**config.mk**
```make
export PLATFORM = sky130hd
export DESIGN_NAME = upload_flit_fifo
export DESIGN_NICKNAME = d
export VERILOG_FILES = /design/src/rtl/upload_flit_fifo.sv
export SDC_FILE = /design/constraint.sdc
export NUM_CORES = 1
export LEC_CHECK = 0
export ABC_CLOCK_PERIOD_IN_PS = 6600
export CORE_ASPECT_RATIO = 0.75
export CORE_MARGIN = 8
export CORE_UTILIZATION = 40
export DETAILED_ROUTE_END_ITERATION = 10
export GPL_TIMING_DRIVEN = 0
export MAX_ROUTING_LAYER = met4
export PLACE_DENSITY_LB_ADDON = 0.05
export SYNTH_ARGS = -nofsm -noshare
export SYNTH_HDL_FRONTEND = slang
export SYNTH_SLANG_ARGS = --single-unit
```
**constraint.sdc**
```tcl
create_clock -name clk -period 6.6 [get_ports clk]
set_input_delay 0.66 -clock clk [delete_from_list [all_inputs] [get_ports clk]]
set_output_delay 0.66 -clock clk [all_outputs]
set_load 0.02 [all_outputs]
```
**src/rtl/upload_flit_fifo.sv**
```systemverilog
// upload_flit_fifo
//   Message-aware flit FIFO between the upload flit datapath and the ring
//   upload port. Each entry holds a 16-bit flit and its end-of-message mark.
//   By default a message is presented only after its tail flit is stored
//   (store-and-forward). The ring port then drains it with a valid/ack
//   handshake. Free space is reported so that the upload FSM starts only
//   messages that fit.
//
//   Optional feature macro: UPLOAD_FIFO_CUT_THROUGH_EN
//     defined   : flit_valid = (count != 0). Flits may leave before their
//                 tail arrives. msg_cnt is still maintained.
//     undefined : flit_valid = (count != 0) && (msg_cnt != 0).
//
//   Parameters
//     DEPTH    flit entries (power of two)
//     AW       log2(DEPTH), pointer width
//     MSG_MAX  largest message in flits; threshold for room_for_msg
//
//   Ports
//     clk           rising-edge clock
//     rst           synchronous active-high reset
//     flit_in       flit from the upload datapath
//     en_flit_in    write strobe, one flit per cycle
//     tail_in       flit_in is the last flit of its message
//     fifo_full     count == DEPTH
//     room_for_msg  (DEPTH - count) >= MSG_MAX
//     flit_out      head entry data
//     tail_out      head entry end-of-message mark
//     flit_valid    head entry may be taken by the ring port
//     flit_ack      ring port consumes the head entry this cycle
//     msg_cnt       complete messages held
//     count         flits held
//     ovf_err       sticky: a write was attempted while full
module upload_flit_fifo #(
  parameter int unsigned DEPTH   = 16,
  parameter int unsigned AW      = 4,
  parameter int unsigned MSG_MAX = 11
) (
  input  logic          clk,
  input  logic          rst,
  input  logic [15:0]   flit_in,
  input  logic          en_flit_in,
  input  logic          tail_in,
  output logic          fifo_full,
  output logic          room_for_msg,
  output logic [15:0]   flit_out,
  output logic          tail_out,
  output logic          flit_valid,
  input  logic          flit_ack,
  output logic [AW:0]   msg_cnt,
  output logic [AW:0]   count,
  output logic          ovf_err
);

  localparam logic [AW:0] LP_DEPTH   = (AW+1)'(DEPTH);
  localparam logic [AW:0] LP_MSG_MAX = (AW+1)'(MSG_MAX);

  // Storage entry layout: {tail, flit}
  logic [16:0]   r_mem [DEPTH];
  logic [AW-1:0] r_wr_ptr;
  logic [AW-1:0] r_rd_ptr;
  logic [AW:0]   r_count;
  logic [AW:0]   r_msg_cnt;
  logic          r_ovf_err;

  logic          w_full;
  logic          w_valid;
  logic          w_head_tail;
  logic          w_wr_accept;
  logic          w_rd_accept;
  logic          w_wr_tail;
  logic          w_rd_tail;

  // Status derives from registered state only; the full check uses the
  // current count, so a same-cycle read never makes room for a write.
  assign w_full      = (r_count == LP_DEPTH);
  assign w_head_tail = r_mem[r_rd_ptr][16];

`ifdef UPLOAD_FIFO_CUT_THROUGH_EN
  assign w_valid = (r_count != '0);
`else
  // Only complete messages are released. Because messages are stored in
  // order, a non-zero msg_cnt guarantees that the head message is complete.
  assign w_valid = (r_count != '0) && (r_msg_cnt != '0);
`endif

  assign w_wr_accept = en_flit_in && !w_full;
  assign w_rd_accept = w_valid && flit_ack;
  assign w_wr_tail   = w_wr_accept && tail_in;
  assign w_rd_tail   = w_rd_accept && w_head_tail;

  // Data array: no reset, contents are qualified by the pointers and count.
  always_ff @(posedge clk) begin
    if (w_wr_accept) begin
      r_mem[r_wr_ptr] <= {tail_in, flit_in};
    end
  end

  always_ff @(posedge clk) begin
    if (rst) begin
      r_wr_ptr <= '0;
    end else if (w_wr_accept) begin
      r_wr_ptr <= r_wr_ptr + 1'b1;
    end
  end

  always_ff @(posedge clk) begin
    if (rst) begin
      r_rd_ptr <= '0;
    end else if (w_rd_accept) begin
      r_rd_ptr <= r_rd_ptr + 1'b1;
    end
  end

  always_ff @(posedge clk) begin
    if (rst) begin
      r_count <= '0;
    end else begin
      unique case ({w_wr_accept, w_rd_accept})
        2'b10:   r_count <= r_count + 1'b1;
        2'b01:   r_count <= r_count - 1'b1;
        default: r_count <= r_count;
      endcase
    end
  end

  always_ff @(posedge clk) begin
    if (rst) begin
      r_msg_cnt <= '0;
    end else begin
      unique case ({w_wr_tail, w_rd_tail})
        2'b10:   r_msg_cnt <= r_msg_cnt + 1'b1;
        2'b01:   r_msg_cnt <= r_msg_cnt - 1'b1;
        default: r_msg_cnt <= r_msg_cnt;
      endcase
    end
  end

  always_ff @(posedge clk) begin
    if (rst) begin
      r_ovf_err <= 1'b0;
    end else if (en_flit_in && w_full) begin
      r_ovf_err <= 1'b1;
    end
  end

  assign fifo_full    = w_full;
  assign room_for_msg = ((LP_DEPTH - r_count) >= LP_MSG_MAX);
  assign flit_out     = r_mem[r_rd_ptr][15:0];
  assign tail_out     = w_head_tail;
  assign flit_valid   = w_valid;
  assign msg_cnt      = r_msg_cnt;
  assign count        = r_count;
  assign ovf_err      = r_ovf_err;

endmodule

```
# == Word-level counts from Yosys, hierarchy flattened ==
# Memories as Yosys holds them, arrays and structs flattened. A register that Yosys moved wholly into a read port is not among the register bits.
# Index checks and enable logic that the tools add are counted.
# totals
output_inout_bits,31
ramBits,272
mem_count,1
latchBits,0
input_bits,21
mem_bits_ro,0
elab_cells,36
ff_bits,19
# memory_table
name,words,word_bits,rd,rd_clocked_by_memory_dff,wr,line_no,rtl
r_mem,16,17,1,1,1,59,logic [16:0] r_mem [DEPTH];
# op_classes
bitwise_logic,0
div_mod_pow,0
mul,0
magnitude_cmp,1
n_eq_ne,5
n_reduce_logical,11
n_shift,0
muxes,6
addsub,7
# ops
cell,n
one-hot mux 5 bit (2 select lines),2
"adder 5 x 1 -> 5 bit, second input constant",2
nonzero test 5 bit,2
"subtractor 5 x 1 -> 5 bit, second input constant",2
"adder 4 x 1 -> 4 bit, second input constant",2
2-to-1 mux 4 bit,2
logical AND 1 bit,6
"== test 5 bit, second input constant",1
">= comparator 5 x 4 -> 1 bit, second input constant",1
"subtractor 5 bit, first input constant",1
"== test 2 x 1 -> 1 bit, second input constant",2
"== test 2 bit, second input constant",2
nonzero test 2 bit,2
2-to-1 mux 1 bit,2
logical NOT 1 bit,1

# == Logic depth before layout (Yosys ltp) ==
# depth
word_depth,6
depth_mapped,14
depth_no_buf,14

# == Worst setup path after synthesis ==
# Ideal clock, no wire load.
# synth_path
path_kind,register to register
from,register r_count[0] (netlist: count[0])
to,"memory r_mem[3][0], enable pin"
path_slack_ps,3045
stages_incl_launch_ff,9
t_required_ps,6188
arrival_ps,3142
cell_sequence,dfxtp_1 -> inv_1 -> ha_1 -> nor3b_1 -> ha_1 -> nor2b_1 -> clkbuf_1 -> nand2_1 -> nor3_1
# synth_between
elab_chain_len,5
# synth_lines
element,line_no,rtl
from (decl),62,logic [AW:0] r_count;
from (signal assigned),120,2'b10: r_count <= r_count + 1'b1;
from (signal assigned),121,2'b01: r_count <= r_count - 1'b1;
from (signal assigned),122,default: r_count <= r_count;
== test 5 bit,76,assign w_full = (r_count == LP_DEPTH);
net fifo_full,44,"output logic fifo_full,"
logical NOT 1 bit,87,assign w_wr_accept = en_flit_in && !w_full;
logical AND 1 bit,87,
2-to-1 mux 1 bit,94,if (w_wr_accept) begin
2-to-1 mux 1 bit (implied by the code),95,"r_mem[r_wr_ptr] <= {tail_in, flit_in};"
to (decl),59,
# The timed path passes the listed nets, and every way through them passes these cells.

==> summary.md <==
| Metric | Value |
|---|---|
| Slew HR | `33.1%` |
| Fin area | `about 14,000 sq um` |
| First-pass GRT wire length | `about 39 mm` |
| CTS resizes | `0` |
| Max Clock Skew | `roughly 7.4 ps` |
| Endpoints failing setup | `0` |
| Most used DFF post-synth | `edfxtp_1` |
| Routed vias | `slightly below 6,000` |
| Die H | `around 160 um` |
| Final Slew Violations | `0` |
| N_diodes | `0` |
| Slew @ Worst Pin | `1000 ps` |
| GR Overflow Total | `0` |
| Post-layout power | `around 0.0041 W` |
| Crit-path max cell delay | `800 ps` |
| DR WL/cell | `around 24 um` |
| Layout cells sized above 1 | `between 20% and 30%` |
| Drt first pass iters | `5` |
| Psw | `roughly 0.00085 W` |
| Initial core utilization | `between 40% and 50%` |
| CP Class | `register to output pin` |
| Placement Cell Area | `around 13,000 sq um` |
| Cell row count | `54` |
| Clock group share of total power | `41.1%` |
| Core ar. | `about 29,000 sq um` |
| Area contributors post-synth | `edfxtp_1 (70%), mux4_2 (13%), dfxtp_1 (4.0%), a22oi_1 (2.1%), ha_1 (1.8%)` |
| Clk slew on worst S/H paths | `~60 ps` |
| Synthesized flop and latch total | `295` |
| CTS root buf | `clkbuf_16` |
| Worst setup SP type | `register` |
| Yosys warns | `0` |
| Syn Inst Count | `600` |
| Crit-path cells | `buf_2, nor2b_1, clkbuf_1, clkbuf_1, a22oi_1, nand2_1, clkdlybuf4s50_1` |
| Inserted Clock Buffers | `30` |
| Clk_lat worst skew | `roughly 540 ps` |
| Remaining routing DRC violations | `0` |
| Placer Congestion | `about 0.74` |
| Combinational fraction of design power | `between 7 and 8%` |
| Static Leakage | `4.49 nW` |
| Clock sinks | `just under 300` |
| Routed WL | `approximately 27 mm` |
| Final min period | `between 3000 and 4000 ps` |
| Die area | `around 35,000 sq um` |
| Sw frac | `around a fifth` |
| Port bufs | `50` |
| Final Hold Vio Count | `0` |
| Max VDD drop | `0.000247 V` |
| Number of synthesized flops with an enable pin | `around 270` |
| Synth top area share | `between 70 and 80%` |
| Fmax | `about 0.25 GHz` |
| Area of the multi-input gates | `roughly 2800 sq um` |
| Post-route ant nets | `0` |
| Initial drt markers | `about 460` |
| Leading area contributor after synthesis | `edfxtp_1` |
| CP required | `~5900 ps` |
| Crit Path Max Fanout | `10` |
| Critical path's most frequent cell | `clkbuf_1` |
| TritonCTS clock tree | `yes` |
| H-Tree Depth | `1` |
| Hold_buf cts | `0` |
| Synthesized area | `approximately 12,000 sq um` |
| RSZ-0062 raised after global routing | `false` |
| Outcome | `completed` |
| Register area | `~8600 sq um` |
| Crit path buf inv count | `4` |
| Total Neg Setup Slack | `0 ps` |
| Unique masters post-synth | `38` |
| Worst Path Arrival | `~3300 ps` |
| Fill count | `2,391` |
| Most frequent cell after synthesis | `edfxtp_1` |
| HP Class | `register to register` |
| Vias in the first global route | `slightly above 6,000` |
| Maximum buffer depth of the clock tree | `3` |
| Layout area overhead | `20.1%` |
| Most common library cells after synthesis | `edfxtp_1 (272), mux4_2 (66), nor2_1 (49), a22oi_1 (32), nand2_1 (25)` |
| Internal power | `approximately 0.0032 W` |
| Synth async-reset ratio | `0%` |
| DR top layer | `met4` |
| Initial antenna violation count | `0` |
| Pwr dens | `292 nW/um^2` |
| Number of I/O pins | `52` |
| Kind of cell adding the most delay to the critical path | `buffers and inverters` |
| DRT met1 WL | `13.1 mm` |
| Setup bufs post-CTS | `0` |
| Sequential fraction of the synthesis area | `74.2%` |
| Routed wl met3 | `roughly 1.3 mm` |
| Die width | `roughly 210 um` |
| Critical path's slowest cell | `clkbuf_1` |
| Nets | `around 740` |
| Detail Placement HPWL | `about 18 mm` |
| Critical path endpoint category | `output pin` |
| Drt via density | `~5.2` |
| Share of power burned in registers | `about half` |
| Final Cycle Share | `slightly above 60%` |
| Syn Area/Cell | `19.4 sq um` |
| Total GRT Usage | `between 15 and 20%` |
| Met2 wire len | `roughly 12 mm` |
| Post-Syn Nets | `between 600 and 700` |
| Max cap viols | `0` |
| Largest net degree at the start of global routing | `18` |
-- routing by layer --
| metal | GRT usage, % | vias to the layer above |
|---|---|---|
| met3 | 2.78 | 31 |
| met4 | 2.54 | 0 |
| li1 | - | 2612 |
| met1 | 23.3 | 3080 |
| met5 | - | - |
| met2 | 23.6 | 122 |
-- worst register-to-register path, stage by stage, from the launching register on --
cell and delay [ps]:
dfxtp_1 470, inv_1 130, ha_1 240, nor3b_1 170, ha_1 260, nor2b_1 210
o21a_1 260, a21boi_0 230, ha_1 320, inv_1 100, fa_1 410, nand2b_1 160
a21oi_1 160, mux2i_1 270, mux2_2 350
-- power by group through the flow --
stage	clock network, W	registers, W	logic, W
2_1_floorplan	0	0.00213	0.000175
3_3_place_gp	0	0.00212	0.000301
3_5_place_dp	0	0.00212	0.000316
4_1_cts	0.00171	0.00208	0.000318
5_1_grt	0.00179	0.00209	0.000341
6_report	0.00167	0.00209	0.000312
-- sequential cells by signal, summed over array words and instances (netlist names), named ones only --
name      cells
r_rd_ptr      4
count         5
r_mem       272
ovf_err       1
msg_cnt       5
r_wr_ptr      4
-- final timing paths --
kind         slack, ps                  start  depth (start not counted)                 endpoint
min                490   ovf_err$_SDFFE_PP0P_                          2     ovf_err$_SDFFE_PP0P_
max reg2reg       2750  count[0]$_SDFFE_PP0P_                         14  msg_cnt[4]$_SDFFE_PP0P_
max               2610               register                          7             flit_out[15]
min reg2reg        490   ovf_err$_SDFFE_PP0P_                          2     ovf_err$_SDFFE_PP0P_
-- cell type report --
type	instances	area share (%)
inverter	10	0.269
clock buffer	37	5.72
clock inverter	17	1.28
timing repair buffer	70	5.85
buffer	33	1.34
multi-input combinational	262	20.2
tap	392	3.51
sequential	295	61.8
-- cell usage in the layout, fill, tap and decap left out, drive strengths merged, types with 2 or more instances in the layout --
cell type and count:
a21o 2, mux4 66, dfxtp 23, clkinv 12
nor4bb 2, clkdlybuf4s50 50, nand2b 4, edfxtp 272
clkbuf 52, nor2b 6, nor3 5, bufinv 4
or3 2, xnor2 3, xor2 9, fa 2
mux2i 7, nor2 49, nor4 2, a21boi 2
buf 38, nand2 25, a21oi 11, nand3 2
o211ai 4, inv 10, mux2 2, ha 17
a22oi 32
-- through the flow --
step,hold WS (ps),utilization (%),worst slack (ps),cells
after floorplan,485,-,3050,600
after global placement,455,43.7,1260,1042
after detailed placement,473,45.0,2730,1062
after CTS,496,48.4,2550,1116
after global routing,542,48.4,2350,1116
final,486,48.4,2610,1116
-- kinds of logic after synthesis --
group | synth area share [%]
flops | 74.2
simple gates | 3.94
mux | 13.6
compound gates | 3.23
buf+inv | 1.94
fa+ha+maj | 2.17
xor+xnor | 0.904
Note: power is estimated with default switching activity, not from simulation.
